### config.mk
export PLATFORM = sky130hd
export DESIGN_NAME = fifo_mac_ctrl
export DESIGN_NICKNAME = d
export VERILOG_FILES = /design/src/rtl/fifo_mac_ctrl.sv
export SDC_FILE = /design/constraint.sdc
export NUM_CORES = 1
export LEC_CHECK = 0
export ABC_AREA = 1
export CORE_ASPECT_RATIO = 0.6
export CORE_MARGIN = 1
export CORE_UTILIZATION = 45
export DETAILED_ROUTE_END_ITERATION = 8
export PLACE_DENSITY = 0.64
export SYNTH_ARGS = -nofsm -noshare
export SYNTH_HDL_FRONTEND = slang
export SYNTH_SLANG_ARGS = --single-unit
### constraint.sdc
create_clock -name clk -period 9.2 [get_ports clk]
set_input_delay 1.84 -clock clk [delete_from_list [all_inputs] [get_ports clk]]
set_output_delay 1.84 -clock clk [all_outputs]
set_load 0.02 [all_outputs]
### src/rtl/fifo_mac_ctrl.sv
`default_nettype none
// fifo_mac_ctrl: drains DEPTH operand pairs in lockstep from two registered-read
// FIFOs and accumulates their unsigned products, pulsing done at the end of a run.
module fifo_mac_ctrl #(
  parameter int DATA_WIDTH = 8,
  parameter int DEPTH      = 8,
  parameter int ACC_WIDTH  = 24
) (
  input  logic                  clk,
  input  logic                  rst_n,
  input  logic                  start,
  input  logic                  a_empty,
  input  logic                  b_empty,
  input  logic [DATA_WIDTH-1:0] a_data,
  input  logic [DATA_WIDTH-1:0] b_data,
  output logic                  a_rden,
  output logic                  b_rden,
  output logic [ACC_WIDTH-1:0]  acc_out,
  output logic                  busy,
  output logic                  done
);

  localparam int               CNT_W   = $clog2(DEPTH + 1);
  localparam logic [CNT_W-1:0] DEPTH_C = CNT_W'(DEPTH);
  localparam logic [CNT_W-1:0] LAST_C  = CNT_W'(DEPTH - 1);

  typedef enum logic [1:0] {
    IDLE  = 2'd0,
    RUN   = 2'd1,
    DRAIN = 2'd2,
    DONE  = 2'd3
  } state_t;

  state_t                    state, state_nxt;
  logic [CNT_W-1:0]          issue_cnt, acc_cnt;
  logic                      rd_valid;
  logic                      rden;
  logic                      start_run;
  logic [2*DATA_WIDTH-1:0]   product;

  assign product = {{DATA_WIDTH{1'b0}}, a_data} * {{DATA_WIDTH{1'b0}}, b_data};

  always_comb begin
    state_nxt = state;
    rden      = 1'b0;
    start_run = 1'b0;
    case (state)
      IDLE: begin
        if (start) begin
          start_run = 1'b1;
          state_nxt = RUN;
        end
      end
      RUN: begin
        rden = (issue_cnt < DEPTH_C) && !a_empty && !b_empty;
        if (rden && (issue_cnt == LAST_C))
          state_nxt = DRAIN;
      end
      DRAIN: begin
        // The last pair's data lands one edge after its read; finish on that accumulate.
        if (rd_valid && (acc_cnt == LAST_C))
          state_nxt = DONE;
      end
      DONE: begin
        state_nxt = IDLE;
      end
      default: begin
        state_nxt = IDLE;
      end
    endcase
  end

  always_ff @(posedge clk or negedge rst_n) begin
    if (!rst_n) begin
      state     <= IDLE;
      issue_cnt <= '0;
      acc_cnt   <= '0;
      rd_valid  <= 1'b0;
      acc_out   <= '0;
    end else begin
      state    <= state_nxt;
      rd_valid <= rden;
      if (start_run) begin
        issue_cnt <= '0;
        acc_cnt   <= '0;
        acc_out   <= '0;
      end else begin
        if (rden)
          issue_cnt <= issue_cnt + 1'b1;
        if (rd_valid) begin
          acc_out <= acc_out + ACC_WIDTH'(product);
          acc_cnt <= acc_cnt + 1'b1;
        end
      end
    end
  end

  assign a_rden = rden;
  assign b_rden = rden;
  assign busy   = (state == RUN) || (state == DRAIN);
  assign done   = (state == DONE);

endmodule
`default_nettype wire

==> metrics.md, run 1 <==
| Metric | Value |
|---|---|
| Cells along the critical path | `clkdlybuf4s50_1, nand2_1, fa_1, inv_1, fa_1, fa_1, inv_1, fa_1, inv_1, ha_1, nand2_2, nor2_2, nand3_1, nand3_1, nand2_1, nand2_1, nand3_1, nand2_1, nor2_1` |
| Seq pwr share | `0.136` |
| Count of final max-slew check failures | `0` |
| Wirelength per Cell | `13.54 microns` |
| Master of the slowest instance on the critical path | `sky130_fd_sc_hd__clkdlybuf4s50_1` |
| Most common cell after layout, fill and taps aside | `sky130_fd_sc_hd__inv_1` |
| Nature of the critical path endpoint | `register` |
| Via count | `3826` |
| Clock transition at the registers of the reported paths | `50 ps` |
| Transition time of the tightest slew-check pin | `1025 ps` |
| Share of post-route cells with drive strength above 1 | `0.04294` |
| Placeable Area | `9459 sq um` |
| Diode insertion count for antenna repair | `0` |
| Post-placement worst setup slack | `2847 ps` |
| Boundary Pins | `49` |
| Power per Cell Area | `259.8 nW/um^2` |
| Non-filler instance count after layout | `782` |
| Post-CTS setup buffers | `0` |
| Net count, final | `771` |
| Syn Nets | `737` |
| Fin. Hold Viols | `0` |
| Worst hold-check slack | `519.9 ps` |
| Total of fill cells in the finished design | `895` |
| Clock network fraction of design power | `0.143` |
| Setup repair after global routing missed its margin | `false` |
| Global-route wire length before repair | `18.35 mm` |
| Gate count after technology mapping | `618` |
| Met3 track demand over resource in global routing | `0.04254` |
| Die Height | `79.75 microns` |
| Crit path kind | `input port to register` |
| CTS tree | `built` |
| Setup TNS Final | `0 ps` |
| Sw Share | `0.5306` |
| Routed Antenna Nets | `0` |
| Final setup margin | `3104 ps` |
| Maximum resistive drop on vdd | `0.1475 mV` |
| Longest individual stage delay on the worst path | `680 ps` |
| Crit start category | `input port` |
| Total global routing overflow | `0` |
| Initial antenna violation count | `0` |
| Maximum number of pins on one net before global-route repair | `36` |
| Number of buffers inserted during clock tree synthesis | `5` |
| WL final | `10.59 mm` |
| Number of global-route vias before repair | `3846` |
| Number of iterations in the first detailed-routing pass | `5` |
| Row cnt | `27` |
| Comb pwr share | `0.722` |
| Root Driver | `sky130_fd_sc_hd__clkbuf_16` |
| Critical path required time | `9370 ps` |
| Maximum frequency from static timing analysis | `164.0 MHz` |
| Flip-flop and latch count after synthesis | `35` |
| Post-layout min period | `6096 ps` |
| Post-cts sizing count | `0` |
| Static leakage | `3.031 nW` |
| Hold-fix buffer count after cts | `0` |
| Warnings, synthesis | `0` |
| Port Buffer Count | `48` |
| Most utilized layer in the global route result | `met1` |
| Total buffers and inverters traversed by the critical path | `4` |
| Initial Utilization | `0.4792` |
| Synth cell types | `32` |
| Gr usage total | `0.2236` |
| Switching power of the nets | `0.7223 mW` |
| Status | `finished, final reports clean` |
| Met1 routing resource usage after global routing | `0.3394` |
| Number of placed cells counting well taps | `775` |
| Number of max-capacitance violations reported | `0` |
| CTS Sinks | `35` |
| Mapped cell area | `4533 sq um` |
| Max transition margin | `0.3138` |
| Die Outline Area | `10490 sq um` |
| Met2 usage in global routing | `0.3339` |
| Max clock buf depth | `2` |
| Clock latency of the later-clocked register in the worst-skew pair | `290 ps` |
| Internal power summed over all cells | `0.6389 mW` |
| Detailed Route Iter0 Violations | `254` |
| Routability Congestion | `0.9044` |
| DR vias/cell | `4.893` |
| Worst clock skew | `10.11 ps` |
| Fraction of the yosys area taken by sequential cells | `0.1932` |
| Type of the worst min-delay path | `register to register` |
| Die X-Extent | `131.6 microns` |
| Fraction of the cycle the final worst path needs | `0.6626` |
| WP data arrival | `6260 ps` |
| DRC violations left | `0` |
| Half-perimeter wire length after placement | `8.927 mm` |
| Average footprint of a synthesized cell | `7.335 sq um` |
| Htree depth | `2` |
| Crit-path leading delay family | `adder cells` |
| Register-to-register path setup slack | `5180 ps` |
| Highest net fanout along the worst path | `8` |
| Area Growth Syn to Fin | `15.57%` |
| Leading cell types in the layout, fill and taps excluded | `sky130_fd_sc_hd__inv_1, sky130_fd_sc_hd__nand2_1, sky130_fd_sc_hd__fa_1` |
| Final setup vio count | `0` |
==> per-stage QoR <==
stage	area [sq um]	utilization	power (mW)
floorplan	4533	-	0.9247
global placement	5076	0.5366	1.153
detailed placement	5076	0.5366	1.166
CTS	5239	0.5538	1.366
finish	5239	0.5538	1.361
global route	5239	0.5538	1.538
==> layer usage <==
layer  vias up  wire length, microns
li1       1896                     -
met3         5                   762
met2       120                  4179
met5         -                     0
met1      1805                  5611
met4         0                    35
==> flip-flops by register name, indices dropped and copies added (netlist names) <==
| register | flops |
|---|---|
| acc_cnt | 4 |
| issue_cnt | 4 |
| state | 2 |
| rd_valid | 1 |
| acc_out | 24 |
==> Yosys cell counts <==
cell type | count | share of area
sky130_fd_sc_hd__dfrtp_1 | 35 | 0.19
sky130_fd_sc_hd__o21ai_2 | 1 | 0.0019
sky130_fd_sc_hd__buf_4 | 1 | 0.0017
sky130_fd_sc_hd__a21oi_2 | 3 | 0.0058
sky130_fd_sc_hd__nand3_2 | 4 | 0.0088
sky130_fd_sc_hd__inv_1 | 165 | 0.14
sky130_fd_sc_hd__a31oi_1 | 1 | 0.0014
sky130_fd_sc_hd__nand2_1 | 155 | 0.13
sky130_fd_sc_hd__a41oi_1 | 1 | 0.0019
sky130_fd_sc_hd__nand2_2 | 7 | 0.0097
sky130_fd_sc_hd__inv_2 | 1 | 0.00083
sky130_fd_sc_hd__xor2_1 | 1 | 0.0019
sky130_fd_sc_hd__o211ai_1 | 1 | 0.0017
sky130_fd_sc_hd__o22ai_1 | 3 | 0.0041
sky130_fd_sc_hd__o21ai_1 | 2 | 0.0022
sky130_fd_sc_hd__a22o_1 | 2 | 0.0039
sky130_fd_sc_hd__nor2_2 | 4 | 0.0055
sky130_fd_sc_hd__a21oi_1 | 29 | 0.032
sky130_fd_sc_hd__o32ai_1 | 1 | 0.0019
sky130_fd_sc_hd__xnor2_1 | 1 | 0.0019
sky130_fd_sc_hd__fa_1 | 50 | 0.22
sky130_fd_sc_hd__nor4_1 | 1 | 0.0014
sky130_fd_sc_hd__nand3_1 | 20 | 0.022
sky130_fd_sc_hd__ha_1 | 48 | 0.13
sky130_fd_sc_hd__buf_6 | 1 | 0.0025
sky130_fd_sc_hd__o21ai_0 | 20 | 0.022
sky130_fd_sc_hd__nor4b_1 | 1 | 0.0019
sky130_fd_sc_hd__nor2_1 | 36 | 0.030
sky130_fd_sc_hd__buf_2 | 4 | 0.0044
sky130_fd_sc_hd__nor3_1 | 3 | 0.0033
sky130_fd_sc_hd__and2_1 | 1 | 0.0014
sky130_fd_sc_hd__clkbuf_1 | 15 | 0.012
==> path summary, 6_finish.rpt <==
| check | startpoint | end | depth (start not counted) |
|---|---|---|---|
| max in group asynchronous | rst_n | acc_out[2] | 1 |
| min | acc_out[17] | acc_out[17] | 2 |
| max reg2reg | acc_out[6] | acc_out[15] | 18 |
| max | a_data[5] | acc_out[21] | 19 |
| min reg2reg | acc_out[17] | acc_out[17] | 2 |
| min in group asynchronous | rst_n | acc_out[11] | 1 |
==> worst register-to-register path: cells and delay by family (launching register included) <==
kind	cells	cell delay, ps
DFF	1	360
buffers and inverters	6	400
AOI/OAI and AO/OA	1	230
adders and majority gates	5	2420
and+or+nand+nor	6	540
==> area by class of cell <==
type | count | area (sq um) | area share
Timing Repair Buffer | 48 | 475.5 | 0.09076
Sequential cell | 35 | 875.8 | 0.1672
Multi-Input combinational cell | 396 | 2939 | 0.5610
Clock buffer | 5 | 125.1 | 0.02388
Inverter | 166 | 623.1 | 0.1189
Tap cell | 130 | 162.7 | 0.03105
Clock inverter | 2 | 37.54 | 0.007165
==> power by group through the flow <==
stage	logic [mW]	clock network (mW)	registers, mW
final	0.982	0.194	0.185
after global routing	1.15	0.205	0.187
after CTS	0.983	0.198	0.185
after detailed placement	0.978	0	0.188
after global placement	0.966	0	0.187
after floorplan	0.723	0	0.202
==> cells by family after synthesis <==
group / after synthesis / synth area share
flip-flops: 35 / 0.1932
buffers and inverters: 187 / 0.1584
XOR/XNOR: 2 / 0.003865
AND/OR/NAND/NOR: 232 / 0.2123
adder cells (fa/ha/maj): 98 / 0.3533
AO/OA/AOI/OAI: 64 / 0.07895
Power figures use the tool's default switching activity.
==> run 2: changes to the inputs <==
Clock period 9.2 ns to 5.8 ns, I/O delays scaled along.
==> run 2 against run 1 <==
Against the previous run: clock-buffer cell count increased by 2; hold slack got worse by 15 ps; critical path depth unchanged; non-clock buffer count increased by 8; final cell count increased by 1.2%; global-route usage increased by 1.5 points; critical endpoint is now acc_out[14].
==> metrics.md, run 2 (synthesis gave the netlist of run 1 again) <==
| Metric | Value |
|---|---|
| Detailed Route Iter0 Violations | `218` |
| Number of iterations in the first detailed-routing pass | `5` |
| Number of placed cells counting well taps | `783` |
| CTS Sinks | `35` |
| Row cnt | `27` |
| Htree depth | `2` |
| Die Outline Area | `10490 sq um` |
| Wirelength per Cell | `14.07 microns` |
| Post-layout min period | `5383 ps` |
| Fin. Hold Viols | `0` |
| Type of the worst min-delay path | `register to register` |
| Die X-Extent | `131.6 microns` |
| Number of max-capacitance violations reported | `0` |
| Highest net fanout along the worst path | `8` |
| Maximum frequency from static timing analysis | `185.8 MHz` |
| Maximum resistive drop on vdd | `0.2634 mV` |
| Max clock buf depth | `2` |
| Nature of the critical path endpoint | `register` |
| Most used cell, CP | `sky130_fd_sc_hd__nand2_1` |
| Crit start category | `input port` |
| WP data arrival | `5590 ps` |
| Power per Cell Area | `406.4 nW/um^2` |
| Critical path required time | `6010 ps` |
| Clock transition at the registers of the reported paths | `50 ps` |
| Half-perimeter wire length after placement | `9.315 mm` |
| Setup repair after global routing missed its margin | `false` |
| WL final | `11.13 mm` |
| DRC violations left | `0` |
| Cells along the critical path | `clkdlybuf4s50_1, nand2_1, fa_1, fa_1, inv_1, fa_1, inv_1, fa_1, inv_1, ha_1, a21oi_2, nor2_1, nor2_1, nand2_2, nand2_1, nand2_1, nand2_1, nand2_1, o21ai_1` |
| Gr usage total | `0.2386` |
| Leading cell types in the layout, fill and taps excluded | `sky130_fd_sc_hd__inv_1, sky130_fd_sc_hd__nand2_1, sky130_fd_sc_hd__fa_1` |
| Share of post-route cells with drive strength above 1 | `0.05295` |
| Register containing the most flip-flops in the final layout | `acc_out` |
| Longest individual stage delay on the worst path | `710 ps` |
| Count of final max-slew check failures | `0` |
| Total global routing overflow | `0` |
| Via count | `3864` |
| Die Height | `79.75 microns` |
| Hold-fix buffer count after cts | `0` |
| Routed Antenna Nets | `0` |
| Crit-path leading delay family | `adder cells` |
| Maximum number of pins on one net before global-route repair | `36` |
| Final setup vio count | `0` |
| Crit path kind | `input port to register` |
| Max transition margin | `0.4337` |
| Clock latency of the later-clocked register in the worst-skew pair | `290 ps` |
| Total buffers and inverters traversed by the critical path | `4` |
| Non-filler instance count after layout | `791` |
| Worst clock skew | `5.298 ps` |
| Status | `finished, final reports clean` |
| Number of global-route vias before repair | `3947` |
| Master of the slowest instance on the critical path | `sky130_fd_sc_hd__clkdlybuf4s50_1` |
| Post-CTS setup buffers | `0` |
| Global-route wire length before repair | `19.33 mm` |
| Setup TNS Final | `0 ps` |
| Fraction of the cycle the final worst path needs | `0.9281` |
| Initial antenna violation count | `0` |
| Transition time of the tightest slew-check pin | `849.4 ps` |
| Static leakage | `3.060 nW` |
| Diode insertion count for antenna repair | `0` |
| Port Buffer Count | `48` |
| Total of fill cells in the finished design | `937` |
| Placeable Area | `9459 sq um` |
| Initial Utilization | `0.4792` |
| Routability Congestion | `0.9128` |
| CTS tree | `built` |
| Number of buffers inserted during clock tree synthesis | `5` |
| Net count, final | `779` |
| Root Driver | `sky130_fd_sc_hd__clkbuf_16` |
| Worst hold-check slack | `505.1 ps` |
| DR vias/cell | `4.885` |
| Largest register FFs | `24` |
| Most common cell after layout, fill and taps aside | `sky130_fd_sc_hd__inv_1` |
| Area Growth Syn to Fin | `16.34%` |
| Post-cts sizing count | `0` |
| Registers with the most flip-flops | `acc_out x24, acc_cnt x4, issue_cnt x4` |
| Boundary Pins | `49` |
## run 2: routing by layer
layer  routed length (microns)  up-vias  GRT usage
met2                      4422      101     0.3497
met4                        94        0    0.05000
met5                         0        -          0
met3                       758       10    0.04317
li1                          -     1920          -
met1                      5853     1833     0.3625
## run 2: metrics by stage
| stage | setup slack (ps) | utilization | instance area (sq um) | total power, mW |
|---|---|---|---|---|
| after floorplan | 926.2 | - | 4533 | 1.467 |
| after detailed placement | 157.1 | 0.5430 | 5136 | 1.862 |
| after CTS | 423.3 | 0.5575 | 5274 | 2.142 |
| after global placement | 148.6 | 0.5430 | 5136 | 1.841 |
| final | 416.9 | 0.5575 | 5274 | 2.143 |
| after global routing | 133.7 | 0.5575 | 5274 | 2.392 |
## run 2: power by group
part	switching, mW	leakage, nW	internal [mW]
Sequential	0.0231	0.405	0.268
Combinational	1.03	2.59	0.554
Clock	0.106	0.0679	0.159
Total	1.16	3.06	0.981
## run 2: final timing paths
kind,from,endpoint,slack [ps],depth (start not counted)
worst min register to register,issue_cnt[3],issue_cnt[3],510,2
max in group asynchronous,rst_n,state[0],4280,1
worst max register to register,acc_out[7],acc_out[14],1760,18
min in group asynchronous,rst_n,acc_out[13],980,1
worst min-delay path,issue_cnt[3],issue_cnt[3],510,2
worst max-delay path,b_data[5],acc_out[14],420,19
## run 2: area by class of cell
| type | instances | area, sq um | area share |
|---|---|---|---|
| Inverter | 166 | 623.1 | 0.1181 |
| Timing Repair Buffer | 56 | 535.5 | 0.1015 |
| Multi-Input combinational cell | 396 | 2939 | 0.5573 |
| Clock buffer | 7 | 132.6 | 0.02515 |
| Sequential cell | 35 | 875.8 | 0.1661 |
| Tap cell | 130 | 162.7 | 0.03084 |
| Clock inverter | 1 | 5.005 | 0.0009490 |
## run 2: worst reg2reg max path: cells and delay by family (launching register included)
family	cells	cell delay [ps]
buffers and inverters	4	250
AOI/OAI and AO/OA	2	350
adders and majority gates	5	2450
DFF	1	370
and+or+nand+nor	7	570
